===== src/rtl/demux5_pkg.sv =====
// demux5_pkg: shared destination-select type and select validity check
// for the demux5_buf 1-to-5 distributing stage.
package demux5_pkg;

  localparam int NUM_DEST = 5;
  localparam int SEL_W    = 3;

  typedef logic [SEL_W-1:0] dest_sel_t;

  localparam dest_sel_t MAX_SEL = dest_sel_t'(NUM_DEST - 1);

  // Selects 0..NUM_DEST-1 name a real destination; the rest are dropped.
  function automatic logic sel_is_valid(dest_sel_t sel);
    return sel <= MAX_SEL;
  endfunction

endpackage


===== src/rtl/demux5_if.sv =====
// demux5_if: valid/ready bundle for demux5_buf. One producer-side input
// channel carrying {data, sel}, and five consumer-side outputs that share
// a single data bus.
interface demux5_if
  import demux5_pkg::*;
#(
  parameter int WIDTH = 32
);

  logic                in_valid;
  logic                in_ready;
  logic [WIDTH-1:0]    in_data;
  dest_sel_t           in_sel;
  logic [NUM_DEST-1:0] out_valid;
  logic [NUM_DEST-1:0] out_ready;
  logic [WIDTH-1:0]    out_data;

  // Producer + consumers side (drives words in, drives ready back).
  modport master (
    output in_valid, in_data, in_sel, out_ready,
    input  in_ready, out_valid, out_data
  );

  // Demultiplexer side.
  modport slave (
    input  in_valid, in_data, in_sel, out_ready,
    output in_ready, out_valid, out_data
  );

endinterface


===== src/rtl/demux5_slot.sv =====
// demux5_slot: one buffer entry {valid, sel, data}. Load has priority over
// clear so a drain and a refill on the same edge keep the entry occupied.
module demux5_slot
  import demux5_pkg::*;
#(
  parameter int WIDTH = 32
) (
  input  logic             clk,
  input  logic             reset_n,
  input  logic             load,
  input  logic             clear,
  input  dest_sel_t        d_sel,
  input  logic [WIDTH-1:0] d_data,
  output logic             vld,
  output dest_sel_t        sel,
  output logic [WIDTH-1:0] data
);

  // Entry state: capture on load, release on clear, empty on reset.
  always_ff @(posedge clk or negedge reset_n) begin
    if (!reset_n) begin
      vld  <= 1'b0;
      sel  <= '0;
      data <= '0;
    end else if (load) begin
      vld  <= 1'b1;
      sel  <= d_sel;
      data <= d_data;
    end else if (clear) begin
      vld  <= 1'b0;
    end
  end

endmodule


===== src/rtl/demux5_buf.sv =====
// demux5_buf: registered 1-to-5 demultiplexer with strict in-order
// delivery and a saturating counter of words dropped for an invalid select.
// Optional feature macro: DEMUX5_SKID_EN adds a second (skid) entry so that
// in_ready comes from a register instead of from out_ready.
module demux5_buf
  import demux5_pkg::*;
#(
  parameter int WIDTH = 32,
  parameter int CNT_W = 8
) (
  input  logic             clk,
  input  logic             reset_n,
  demux5_if.slave          bus,
  output logic [CNT_W-1:0] drop_cnt,
  output logic             drop_pulse
);

  function automatic logic [CNT_W-1:0] sat_inc(logic [CNT_W-1:0] v);
    return (&v) ? v : v + 1'b1;
  endfunction

  logic             rdy_q;
  logic             acc;
  logic             acc_keep;
  logic             acc_drop;
  logic             deliver;

  logic             head_vld;
  dest_sel_t        head_sel;
  logic [WIDTH-1:0] head_data;
  logic             head_load;
  logic             head_clear;
  dest_sel_t        head_d_sel;
  logic [WIDTH-1:0] head_d_data;

  assign acc      = bus.in_valid && bus.in_ready;
  assign acc_keep = acc && sel_is_valid(bus.in_sel);
  assign acc_drop = acc && !sel_is_valid(bus.in_sel);
  // Only the selected destination's ready matters.
  assign deliver  = head_vld && bus.out_ready[head_sel];

`ifdef DEMUX5_SKID_EN
  logic             skid_vld;
  dest_sel_t        skid_sel;
  logic [WIDTH-1:0] skid_data;
  logic             head_free;

  // Head is free for refill when empty or draining this edge. The skid only
  // ever holds a word while the head is occupied, so it always feeds the head
  // first to keep ordering.
  assign head_free   = !head_vld || deliver;
  assign bus.in_ready = rdy_q && !skid_vld;
  assign head_load   = head_free && (skid_vld || acc_keep);
  assign head_clear  = deliver;
  assign head_d_sel  = skid_vld ? skid_sel  : bus.in_sel;
  assign head_d_data = skid_vld ? skid_data : bus.in_data;

  demux5_slot #(.WIDTH(WIDTH)) u_skid (
    .clk     (clk),
    .reset_n (reset_n),
    .load    (acc_keep && !head_free),
    .clear   (skid_vld && head_free),
    .d_sel   (bus.in_sel),
    .d_data  (bus.in_data),
    .vld     (skid_vld),
    .sel     (skid_sel),
    .data    (skid_data)
  );
`else
  // Single entry: accept when empty or when the head leaves on this edge.
  assign bus.in_ready = rdy_q && (!head_vld || deliver);
  assign head_load   = acc_keep;
  assign head_clear  = deliver;
  assign head_d_sel  = bus.in_sel;
  assign head_d_data = bus.in_data;
`endif

  demux5_slot #(.WIDTH(WIDTH)) u_head (
    .clk     (clk),
    .reset_n (reset_n),
    .load    (head_load),
    .clear   (head_clear),
    .d_sel   (head_d_sel),
    .d_data  (head_d_data),
    .vld     (head_vld),
    .sel     (head_sel),
    .data    (head_data)
  );

  // One-hot decode of the head entry onto the five outputs.
  assign bus.out_valid = head_vld ? (NUM_DEST'(1) << head_sel) : '0;
  assign bus.out_data  = head_data;

  // in_ready stays low in reset and opens on the first edge after release.
  always_ff @(posedge clk or negedge reset_n) begin
    if (!reset_n) rdy_q <= 1'b0;
    else          rdy_q <= 1'b1;
  end

  // Drop accounting: saturating count plus a one-cycle pulse per dropped word.
  always_ff @(posedge clk or negedge reset_n) begin
    if (!reset_n) begin
      drop_cnt   <= '0;
      drop_pulse <= 1'b0;
    end else begin
      drop_pulse <= acc_drop;
      if (acc_drop) drop_cnt <= sat_inc(drop_cnt);
    end
  end

endmodule


===== src/flat_wrapper.sv =====
// flat-port wrapper written by rule: the top's interface ports become plain ports
module demux5_buf_flat import demux5_pkg::*;
#(
  parameter int WIDTH = 32,
  parameter int CNT_W = 8
)
  (clk, reset_n, drop_cnt, drop_pulse, bus_in_valid, bus_in_data, bus_in_sel, bus_out_ready, bus_in_ready, bus_out_valid, bus_out_data);
  demux5_if #(.WIDTH(WIDTH)) bus_i ();
  input  logic clk;
  input  logic reset_n;
  output logic [CNT_W-1:0] drop_cnt;
  output logic drop_pulse;
  input wire logic [$bits(bus_i.in_valid)-1:0] bus_in_valid;
  input wire logic [$bits(bus_i.in_data)-1:0] bus_in_data;
  input wire logic [$bits(bus_i.in_sel)-1:0] bus_in_sel;
  input wire logic [$bits(bus_i.out_ready)-1:0] bus_out_ready;
  output wire logic [$bits(bus_i.in_ready)-1:0] bus_in_ready;
  output wire logic [$bits(bus_i.out_valid)-1:0] bus_out_valid;
  output wire logic [$bits(bus_i.out_data)-1:0] bus_out_data;
  assign bus_i.in_valid = bus_in_valid;
  assign bus_i.in_data = bus_in_data;
  assign bus_i.in_sel = bus_in_sel;
  assign bus_i.out_ready = bus_out_ready;
  assign bus_in_ready = bus_i.in_ready;
  assign bus_out_valid = bus_i.out_valid;
  assign bus_out_data = bus_i.out_data;
  demux5_buf #(.WIDTH(WIDTH), .CNT_W(CNT_W)) u_core (.clk(clk), .reset_n(reset_n), .bus(bus_i), .drop_cnt(drop_cnt), .drop_pulse(drop_pulse));
endmodule

===== config.mk =====
export PLATFORM = sky130hd
export DESIGN_NAME = demux5_buf_flat
export DESIGN_NICKNAME = d
export VERILOG_FILES = /design/src/rtl/demux5_pkg.sv /design/src/rtl/demux5_if.sv /design/src/rtl/demux5_slot.sv /design/src/rtl/demux5_buf.sv /design/src/flat_wrapper.sv
export SDC_FILE = /design/constraint.sdc
export NUM_CORES = 1
export LEC_CHECK = 0
export ABC_AREA = 1
export BUFFER_PORTS_ARGS = -buffer_cell sky130_fd_sc_hd__buf_4
export CAP_MARGIN = 15
export CORE_MARGIN = 10
export CORE_UTILIZATION = 25
export CTS_BUF_LIST = sky130_fd_sc_hd__clkbuf_8
export DETAILED_ROUTE_END_ITERATION = 16
export PLACE_DENSITY = 0.48
export SKIP_LAST_GASP = 1
export SYNTH_ARGS = -nofsm -noshare
export SYNTH_HDL_FRONTEND = slang
export SYNTH_HIERARCHICAL = 1
export SYNTH_SLANG_ARGS = --single-unit

===== constraint.sdc =====
create_clock -name clk -period 3.4 [get_ports clk]
set_input_delay 0.17 -clock clk [delete_from_list [all_inputs] [get_ports clk]]
set_output_delay 0.17 -clock clk [all_outputs]
set_load 0.05 [all_outputs]

==> impl_results.md, run 1 <==
* Vias in the first global route at 1932
* Pin count of the biggest net entering global routing at between 40 and 50
* Overflow after GRT at 0
* Final Hold Viols at 0
* Global Route Usage Sum at 9.254%
* Area of the die at 0.01273 sq mm
* CTS tree: built
* Hold Crit Class: in2reg
* Die Span Y at between 100 and 150 um
* Clock root cell: clkbuf_8
* Period utilization at 59.40%
* Via count at 1829
* Synth cell types at 26
* Final setup margin at 1381 ps
* P&R area growth vs syn at 39.05%
* FP Rows at 33
* Slew HR at 59.42%
* Core Footprint at 0.008299 sq mm
* Ys Warns at 6
* Top Metal Used: met4
* Dpl ws at 1373 ps
* CP arrival at 2260 ps
* Register Area at roughly 0.0012 sq mm
* Post-Syn Nets at 291
* Post-CTS Setup Bufs at 0
* GP Congestion at 0.7862
* IO Pins at 90
* Switching power summed over all nets at 1.374 mW
* DIE WIDTH at 112.8 um
* CP Launch Type: register
* Area of the multi-input gates at around 840 sq um
* Tot Pwr at 2.699 mW
* Worst clock skew at 6.363 ps
* Clk Latency, worst-skew pair at 300 ps
* Pre-antenna DRT Iters at 4
* Share of cells above drive strength 1 at 36.58%
* Synth Cell Area at 0.002153 sq mm
* Status: finished, final reports clean
* Pins over their slew limit at 0
* DR DRC count at 0
* Final setup vio count at 0
* Yosys reg bits at 46
* Peak Freq at just under 500 MHz
* Starting DRC count in detailed routing at 27
* Wl on met1 at 2550 um
* Post-synthesis sequential area ratio at 53.46%
* Synthesized area per cell at 8.718 sq um
* Worst Setup End Kind: register
* Clock Power Share at 12.8%
* Vias/cell at between 4 and 5
* Most common cell in the netlist: nand2_1
* Setup tns final at 0 ps
* RSZ-0062 raised after global routing: no
* Top-area cell type share of the netlist area at around 53%
* N_diodes at 0
* Reg clk slew, reported paths at approximately 90 ps
* Clock Sink Count at 46
* Met3 WL at 495 um
* Final core occ at 36.08%
* Port-buffer cells at 89
* WP data required at 3640 ps
* Starting Density at 25.95%
* First-pass GRT wire length at 9860 um
* Flop pwr share at 33.0%
* Commonest cells post-synth: 119 x nand2_1, 46 x dfrtp_1, 21 x inv_1, 10 x nand2_2, 8 x o21bai_1
* Synthesized instance count at 247
* EDFF count, synth at 0
* Critical path class: reg2reg
* Worst vdd ir at 385.9 uV
* Internal power at 1.325 mW
* # placed instances at 435
* Sw frac at 50.92%
* Htree depth at 2
* Drt wl/cell at about 14 um
* CP max FO at 19
* Nets@finish at 382
* Tmin final at 2019 ps
* Ys async rst share at 100.0%
* Post-synth top area cell: dfrtp_1
* Dpl hpwl at approximately 4600 um
* Post-route insts no fill at 444
* # fillers at approximately 900
* Max Root-Sink Buffers at 2
* P per Cell Area at between 900 and 1000 mW/mm^2
* Comb pwr share at 54.2%
* Post-DRT Antenna Nets at 0
* Initial antenna violation count at 0
* Final WL at between 6000 and 7000 um
* Area contributors post-synth: dfrtp_1 53%, nand2_1 21%, inv_1 3.7%
* Worst slew pin tran at 608.8 ps
* Leak at 1.671 nW
* Top_reg_cell synth: dfrtp_1
* CTS Buf Count at 5
* Routed met2 length at 2889 um
* Max_cap viols at 0
==> area by class of cell <==
cell class	instances	share of cell area [%]
Tap cell	105	4.388
Timing Repair Buffer	91	22.90
Sequential cell	46	38.45
Multi-Input combinational cell	170	27.96
Clock buffer	6	2.758
Clock inverter	2	0.2925
Inverter	24	3.260
==> sequential cells by signal, summed over array words and instances, names as in the netlist <==
signal	cells
u_core/drop_cnt	8
u_core/drop_pulse	1
u_core/rdy_q	1
u_core/u_head/data	32
u_core/u_head/sel	3
u_core/u_head/vld	1
==> power by group through the flow <==
stage	Clock (mW)	Sequential [mW]	Combinational, mW
after floorplan	0	1.51	0.396
after global placement	0	0.903	1.48
after detailed placement	0	0.901	1.49
after CTS	0.366	0.897	1.49
after global routing	0.382	0.923	1.57
final	0.346	0.890	1.46
==> routing by layer <==
layer  vias up  global-route usage, %
li1        936                      -
met3         5                  3.434
met4         0                  3.046
met2        57                  15.02
met5         -                      0
met1       831                  11.03
==> cell usage in the layout, fill, tap and decap left out, types with 2 or more instances in the layout <==
cell,netlist,final
nor2_2,2,2
buf_4,2,90
inv_2,2,2
o21bai_1,8,8
dfrtp_1,46,46
nand2_1,119,119
nand3_4,2,2
inv_1,21,22
nor2_4,1,2
nand3_2,5,5
clkbuf_8,0,6
nand2_2,10,10
nand3_1,7,7
nor3_1,5,5
==> through the flow <==
| step | hold WS (ps) | cell area, sq um |
|---|---|---|
| 3_5_place_dp | 233.3 | 2893 |
| 2_1_floorplan | -125.6 | 2153 |
| 4_1_cts | 54.05 | 2994 |
| 5_1_grt | 54.14 | 2994 |
| 6_report | 65.50 | 2994 |
| 3_3_place_gp | 229.4 | 2893 |
==> worst paths after layout <==
check / startpoint / to / slack, ps / depth (start not counted)
setup / recovery: u_core/u_head/sel[0] / u_core/u_head/data[21] / 1380 / 12
hold / removal: bus_in_data[18] / u_core/u_head/data[18] / 70 / 3
setup reg to reg: u_core/u_head/sel[0] / u_core/u_head/data[21] / 1380 / 12
hold reg to reg: u_core/u_head/data[31] / u_core/u_head/data[31] / 480 / 2
max in group asynchronous: reset_n / u_core/u_head/data[1] / 2560 / 2
min in group asynchronous: reset_n / u_core/drop_cnt[1] / 410 / 2
==> repair_timing <==
item / 4_1_cts / 5_1_grt
hold buffers: 1 / 0
endpoints found under the hold margin: 46 / 0
gates resized for setup: 0 / 0
==> worst max-delay path: stages, from the launching register on <==
cell	delay (ps)
dfrtp_1	460
inv_2	120
nand2_1	60
nand2_1	60
nand2_1	40
nand2_1	70
nand2_2	70
nand3_4	80
nand3_4	110
nor2_4	410
buf_4	330
nand2_1	80
nand2_1	70
==> cells by family after synthesis <==
kind of cell	Yosys count	share of synthesized area, %
AND/OR/NAND/NOR	157	33.93
flip-flops	46	53.46
buffers and inverters	31	8.018
AO/OA/AOI/OAI	10	3.428
XOR/XNOR	1	0.4068
adder cells (fa/ha/maj)	1	0.5810
other	1	0.1742
(Power assumes the default switching activity.)
==> inputs of run 2 (changes only) <==
clock period = 1.9 ns   (was 3.4 ns; I/O delays follow)
==> run 2 against run 1 <==
Core utilization is 3.9 points higher. Largest cell class unchanged. First-iteration DRC count is 110% higher. Routed wire length is 3.6% higher. Final area is 11% higher. Critical path depth is 1 higher.
==> impl_results.md, run 2 (same netlist as run 1, synthesis figures left out) <==
* Status: finished, final reports clean
* Vias in the first global route at between 2000 and 2500
* Flop pwr share at roughly 33%
* Pin count of the biggest net entering global routing at 47
* Leak at 1.805 nW
* Commonest cells after routing, fill and taps aside: 119 x nand2_1, 91 x buf_4, 45 x dfrtp_1, 30 x dlygate4sd3_1, 22 x inv_1
* Period utilization at 91.03%
* CP max stage delay at between 400 and 500 ps
* Dpl hpwl at 4555 um
* Clock root cell: clkbuf_8
* Vias/cell at 4.149
* Final core occ at 40.00%
* CP Cell Sequence: inv_2 -> nand2_1 -> nand2_1 -> nand2_1 -> nand2_1 -> nand2_2 -> nand3_4 -> nand3_4 -> nor2_4 -> buf_12 -> inv_8 -> nand2_1 -> nand2_1
* Drt wl/cell at between 10 and 15 um
* Max_cap viols at 0
* CP max FO at 36
* Nets@finish at 413
* Comb pwr share at a little under three fifths
* Peak Freq at 578.2 MHz
* DIE WIDTH at 112.8 um
* CP arrival at between 1500 and 2000 ps
* Worst Setup End Kind: register
* Leading cell type in the layout, fill and taps excluded: nand2_1
* Final setup vio count at 0
* FP Rows at 33
* Hold Crit Class: in2reg
* Worst slew pin tran at 604.5 ps
* IO Pins at 90
* Post-DRT Antenna Nets at 0
* Switching power summed over all nets at 2.486 mW
* Sw frac at 50.49%
* Final setup margin at 170.4 ps
* Final Hold Viols at 0
* Post-CTS Setup Bufs at 0
* Min Hold Slack at about 14 ps
* Setup tns final at 0 ps
* Pins over their slew limit at 0
* # fillers at between 800 and 900
* Register Area at 0.001152 sq mm
* Die Span Y at 112.8 um
* Area of the die at 0.01273 sq mm
* CP Launch Type: register
* Pre-antenna DRT Iters at 4
* Biggest regs: u_core/u_head/data: 32 flops, u_core/drop_cnt: 8 flops, u_core/u_head/sel: 3 flops
* Overflow after GRT at 0
* Dpl ws at 172.3 ps
* CTS Buf Count at 5
* Critical path class: reg2reg
* GP Congestion at 0.7863
* P&R area growth vs syn at 54.15%
* Via count at 1971
* Initial antenna violation count at 0
* Tot Pwr at slightly below 5 mW
* Most used cell, CP: nand2_1
* Global Route Usage Sum at about a tenth
* Max FFs per register at 32
* Core Footprint at a little over 0.008 sq mm
* Worst path bufs/invs at 3
* Clock Sink Count at 46
* WP data required at 2090 ps
* Slew HR at 59.70%
* P per Cell Area at 1483 mW/mm^2
* Reg clk slew, reported paths at 80 ps
* Htree depth at 2
* Post-route cell area at 0.003319 sq mm
* Post-route insts no fill at 475
* Worst clock skew at about 4.3 ps
* Worst vdd ir at around 670 uV
* DR DRC count at 0
* Area of the multi-input gates at 843.3 sq um
* Share of cells above drive strength 1 at between 30% and 40%
* Slowest-stage cell, CP: dfrtp_2
* Port-buffer cells at 89
* Starting Density at 25.95%
* Clk Latency, worst-skew pair at 290 ps
* Internal power at 2.437 mW
* Final WL at 6240 um
* # placed instances at 437
* N_diodes at 0
* CTS tree: built
* Clock Power Share at 12.3%
* Worst path top cell family by delay: simple AND/OR/NAND/NOR gates
* Max Root-Sink Buffers at 2
* Starting DRC count in detailed routing at 56
* Tmin final at 1730 ps
* First-pass GRT wire length at 10350 um
* Largest Register: u_core/u_head/data
* Placed cell areas at 0.002927 sq mm
[run 2: cell types whose count changed in the layout (fill, tap and decap cells not counted)]
cell | previous run | this run
dlygate4sd3_1 | 1 | 30
nor4_1 | 1 | 0
buf_4 | 90 | 91
dfrtp_1 | 46 | 45
nor4_2 | 0 | 1
dfrtp_2 | 0 | 1
buf_12 | 0 | 1
[run 2: layout make-up]
class                           count  share of cell area [%]
Clock buffer                        6                   2.488
Tap cell                          105                   3.958
Multi-Input combinational cell    170                   25.41
Sequential cell                    46                   34.72
Clock inverter                      2                  0.2639
Timing Repair Buffer              122                   30.23
Inverter                           24                   2.940
[run 2: worst paths after layout]
path | start | end | slack (ps) | depth (start not counted)
setup reg to reg | u_core/u_head/sel[0] | u_core/u_head/sel[1] | 170 | 13
hold reg to reg | u_core/u_head/data[10] | u_core/u_head/data[10] | 480 | 2
max in group asynchronous | reset_n | u_core/u_head/sel[0] | 1110 | 2
hold / removal | bus_in_data[23] | u_core/u_head/data[23] | 10 | 3
min in group asynchronous | reset_n | u_core/drop_cnt[1] | 360 | 2
setup / recovery | u_core/u_head/sel[0] | u_core/u_head/sel[1] | 170 | 13
[run 2: power groups by stage]
stage	clock, mW	combinational [mW]	sequential (mW)
2_1_floorplan	0	0.714	2.71
3_3_place_gp	0	2.68	1.62
3_5_place_dp	0	2.71	1.61
4_1_cts	0.646	2.75	1.60
5_1_grt	0.692	2.90	1.66
6_report	0.606	2.71	1.60
[run 2: per-layer routing]
metal / routed length [um] / GRT usage [%] / vias to the layer above
li1: - / - / 997
met1: 2729 / 11.35 / 917
met2: 3088 / 16.59 / 53
met3: 360 / 2.905 / 4
met4: 61 / 3.299 / 0
met5: 0 / 0 / -
[run 2: tightest hold or removal path, delay by kind of cell]
kind | cells | cell delay [ps]
buffers and inverters | 1 | 80
and+or+nand+nor | 2 | 100
[run 2: what timing repair did]
action	4_1_cts	5_1_grt
endpoints found under the setup margin	0	23
endpoints found under the hold margin	73	2
hold buffers	28	2
resized for setup	0	1
==> inputs of run 3 (changes only) <==
CORE_MARGIN = 2   (was 10)
==> run 3 against run 2 <==
Clock skew is 1.7 ps higher. Critical path depth is 4 lower. Non-clock buffer count is 2 higher. Final area is 1.3% higher. Core utilization is 0.51 points higher. Die area is 26% lower. First-iteration DRC count is 13% lower. Total power hardly changed. Maximum frequency is 1.7% higher. Largest power group unchanged.
==> impl_results.md, run 3 (same netlist as run 1, synthesis figures left out) <==
* Final setup margin at 199.9 ps
* Tmin final at 1700 ps
* Clk Latency, worst-skew pair at 290 ps
* FF-to-FF End: u_core/u_head/data[8]
* Worst clock skew at 6.000 ps
* DR DRC count at 0
* Biggest regs: u_core/u_head/data: 32 flops, u_core/drop_cnt: 8 flops, u_core/u_head/sel: 3 flops
* Leading cell type in the layout, fill and taps excluded: nand2_1
* Starting DRC count in detailed routing at 49
* Hold Crit Class: in2reg
* R2R setup slack at 200 ps
* Post-DRT Antenna Nets at 0
* Leak at 1.817 nW
* Clock Power Share at 12.7%
* Share of cells above drive strength 1 at 34.95%
* P per Cell Area at approximately 1500 mW/mm^2
* Pins over their slew limit at 0
* CP max FO at 16
* Switching power summed over all nets at between 2 and 2.5 mW
* Largest Register: u_core/u_head/data
* Vias/cell at 4.088
* P&R area growth vs syn at 56.13%
* Starting Density at approximately a quarter
* Dpl ws at ~160 ps
* Status: finished, final reports clean
* WP data required at 2140 ps
* Max FFs per register at 32
* Final Hold Viols at 0
* Reg2Reg Depth at 9
* Max_cap viols at 0
* Final setup vio count at 0
* Htree depth at 2
* Pre-antenna DRT Iters at 4
* Vias in the first global route at 1987
* Max Root-Sink Buffers at 2
* Worst Hold Path Cells at 3
* FP Rows at 33
* Area of the die at 0.009371 sq mm
* Internal power at ~2.5 mW
* N_diodes at 0
* Worst hold start: bus_in_data[0]
* CP Launch Type: register
* Core Footprint at 0.008299 sq mm
* Period utilization at 89.48%
* Final WL at between 5000 and 6000 um
* Flop pwr share at around a third
* Port-buffer cells at 89
* DIE WIDTH at 96.81 um
* Dpl hpwl at 3844 um
* Slew HR at 59.42%
* First-pass GRT wire length at 9411 um
* Setup tns final at 0 ps
* IO Pins at 90
* Die Span Y at 96.81 um
* Critical path class: reg2reg
* Reg2reg start: u_core/u_head/sel[1]
* Initial antenna violation count at 0
* Clock Sink Count at 46
* PostCTS Resize Cnt at 0
* Reg clk slew, reported paths at 80 ps
* GP Congestion at roughly 0.81
* Peak Freq at 588.2 MHz
* Drt wl/cell at 11.47 um
* Nets@finish at 415
* Worst Setup End Kind: register
* CTS Buf Count at 5
* Via count at 1950
* Comb pwr share at 54.9%
* Hold EP: u_core/u_head/data[0]
* CP arrival at 1940 ps
* Worst slew pin tran at approximately 600 ps
* RSZ-0062 raised after global routing: no
* Clock root cell: clkbuf_8
* Commonest cells after routing, fill and taps aside: 119 x nand2_1, 91 x buf_4, 46 x dfrtp_1, 30 x dlygate4sd3_1, 21 x inv_1
* Overflow after GRT at 0
* Worst vdd ir at 641.3 uV
* Sw frac at 50.00%
* CTS tree: built
* Global Route Usage Sum at between 10% and 20%
* Pin count of the biggest net entering global routing at 47
-- run 3: cell types whose count changed in the layout (fill, tap and decap cells not counted) --
cell        previous run  this run
buf_12                 1         3
clkinvlp_4             0         1
inv_1                 22        21
dfrtp_1               45        46
dfrtp_2                1         0
-- run 3: cell type report --
class	count	area, sq um
well taps	105	131.4
multi-input cells	170	843.3
repair buffers	124	1044
clock inverters	2	12.51
fillers	837	4937
clock buffers	6	82.58
inverters	24	97.59
flip-flops and latches	46	1151
-- run 3: per-layer routing --
metal	vias up	wire [um]	track usage, %
met5	-	0	0
met4	0	72	3.575
met3	5	278	2.746
met2	54	2667	20.46
met1	893	2454	15.25
li1	998	-	-
-- run 3: what timing repair did --
action                                 in CTS  in global routing
endpoints found under the hold margin      75                  0
buffers inserted                            0                  2
hold buffers                               30                  0
setup endpoints to repair                   0                 17
-- run 3: how the worst max path moves through the flow --
stage | start | endpoint | slack [ps]
floorplan | u_core/drop_cnt[1] | u_core/drop_cnt[7] | 100
global placement | u_core/u_head/sel[1] | u_core/u_head/data[4] | 180
detailed placement | u_core/u_head/sel[1] | u_core/u_head/data[2] | 160
CTS | u_core/u_head/sel[1] | u_core/u_head/data[8] | 140
global route | u_core/u_head/sel[1] | u_core/u_head/data[8] | 40
finish | u_core/u_head/sel[1] | u_core/u_head/data[8] | 200
-- run 3: worst max-delay path, stage by stage (launching register included) --
cell	delay, ps
dfrtp_1	450
inv_1	130
nand4_1	180
nand3_4	160
nand3_4	110
nor2_4	160
buf_4	180
buf_12	150
nand2_1	50
nand2_1	60
-- run 3: power by group through the flow --
stage	sequential, mW	combinational [mW]	clock (mW)
after floorplan	2.71	0.714	0
after global placement	1.63	2.65	0
after detailed placement	1.61	2.67	0
after CTS	1.60	2.72	0.668
after global routing	1.65	2.87	0.696
final	1.59	2.70	0.626
-- run 3: through the flow --
stage	hold WS, ps	power [mW]	instances	instance area (sq um)	util, %
CTS	0.9203	4.990	475	3334	40.18
floorplan	-200.6	3.426	247	2160	-
finish	11.65	4.925	477	3362	40.51
global route	10.66	5.219	477	3362	40.51
detailed placement	154.5	4.287	437	2939	35.41
global placement	151.1	4.272	437	2939	35.41
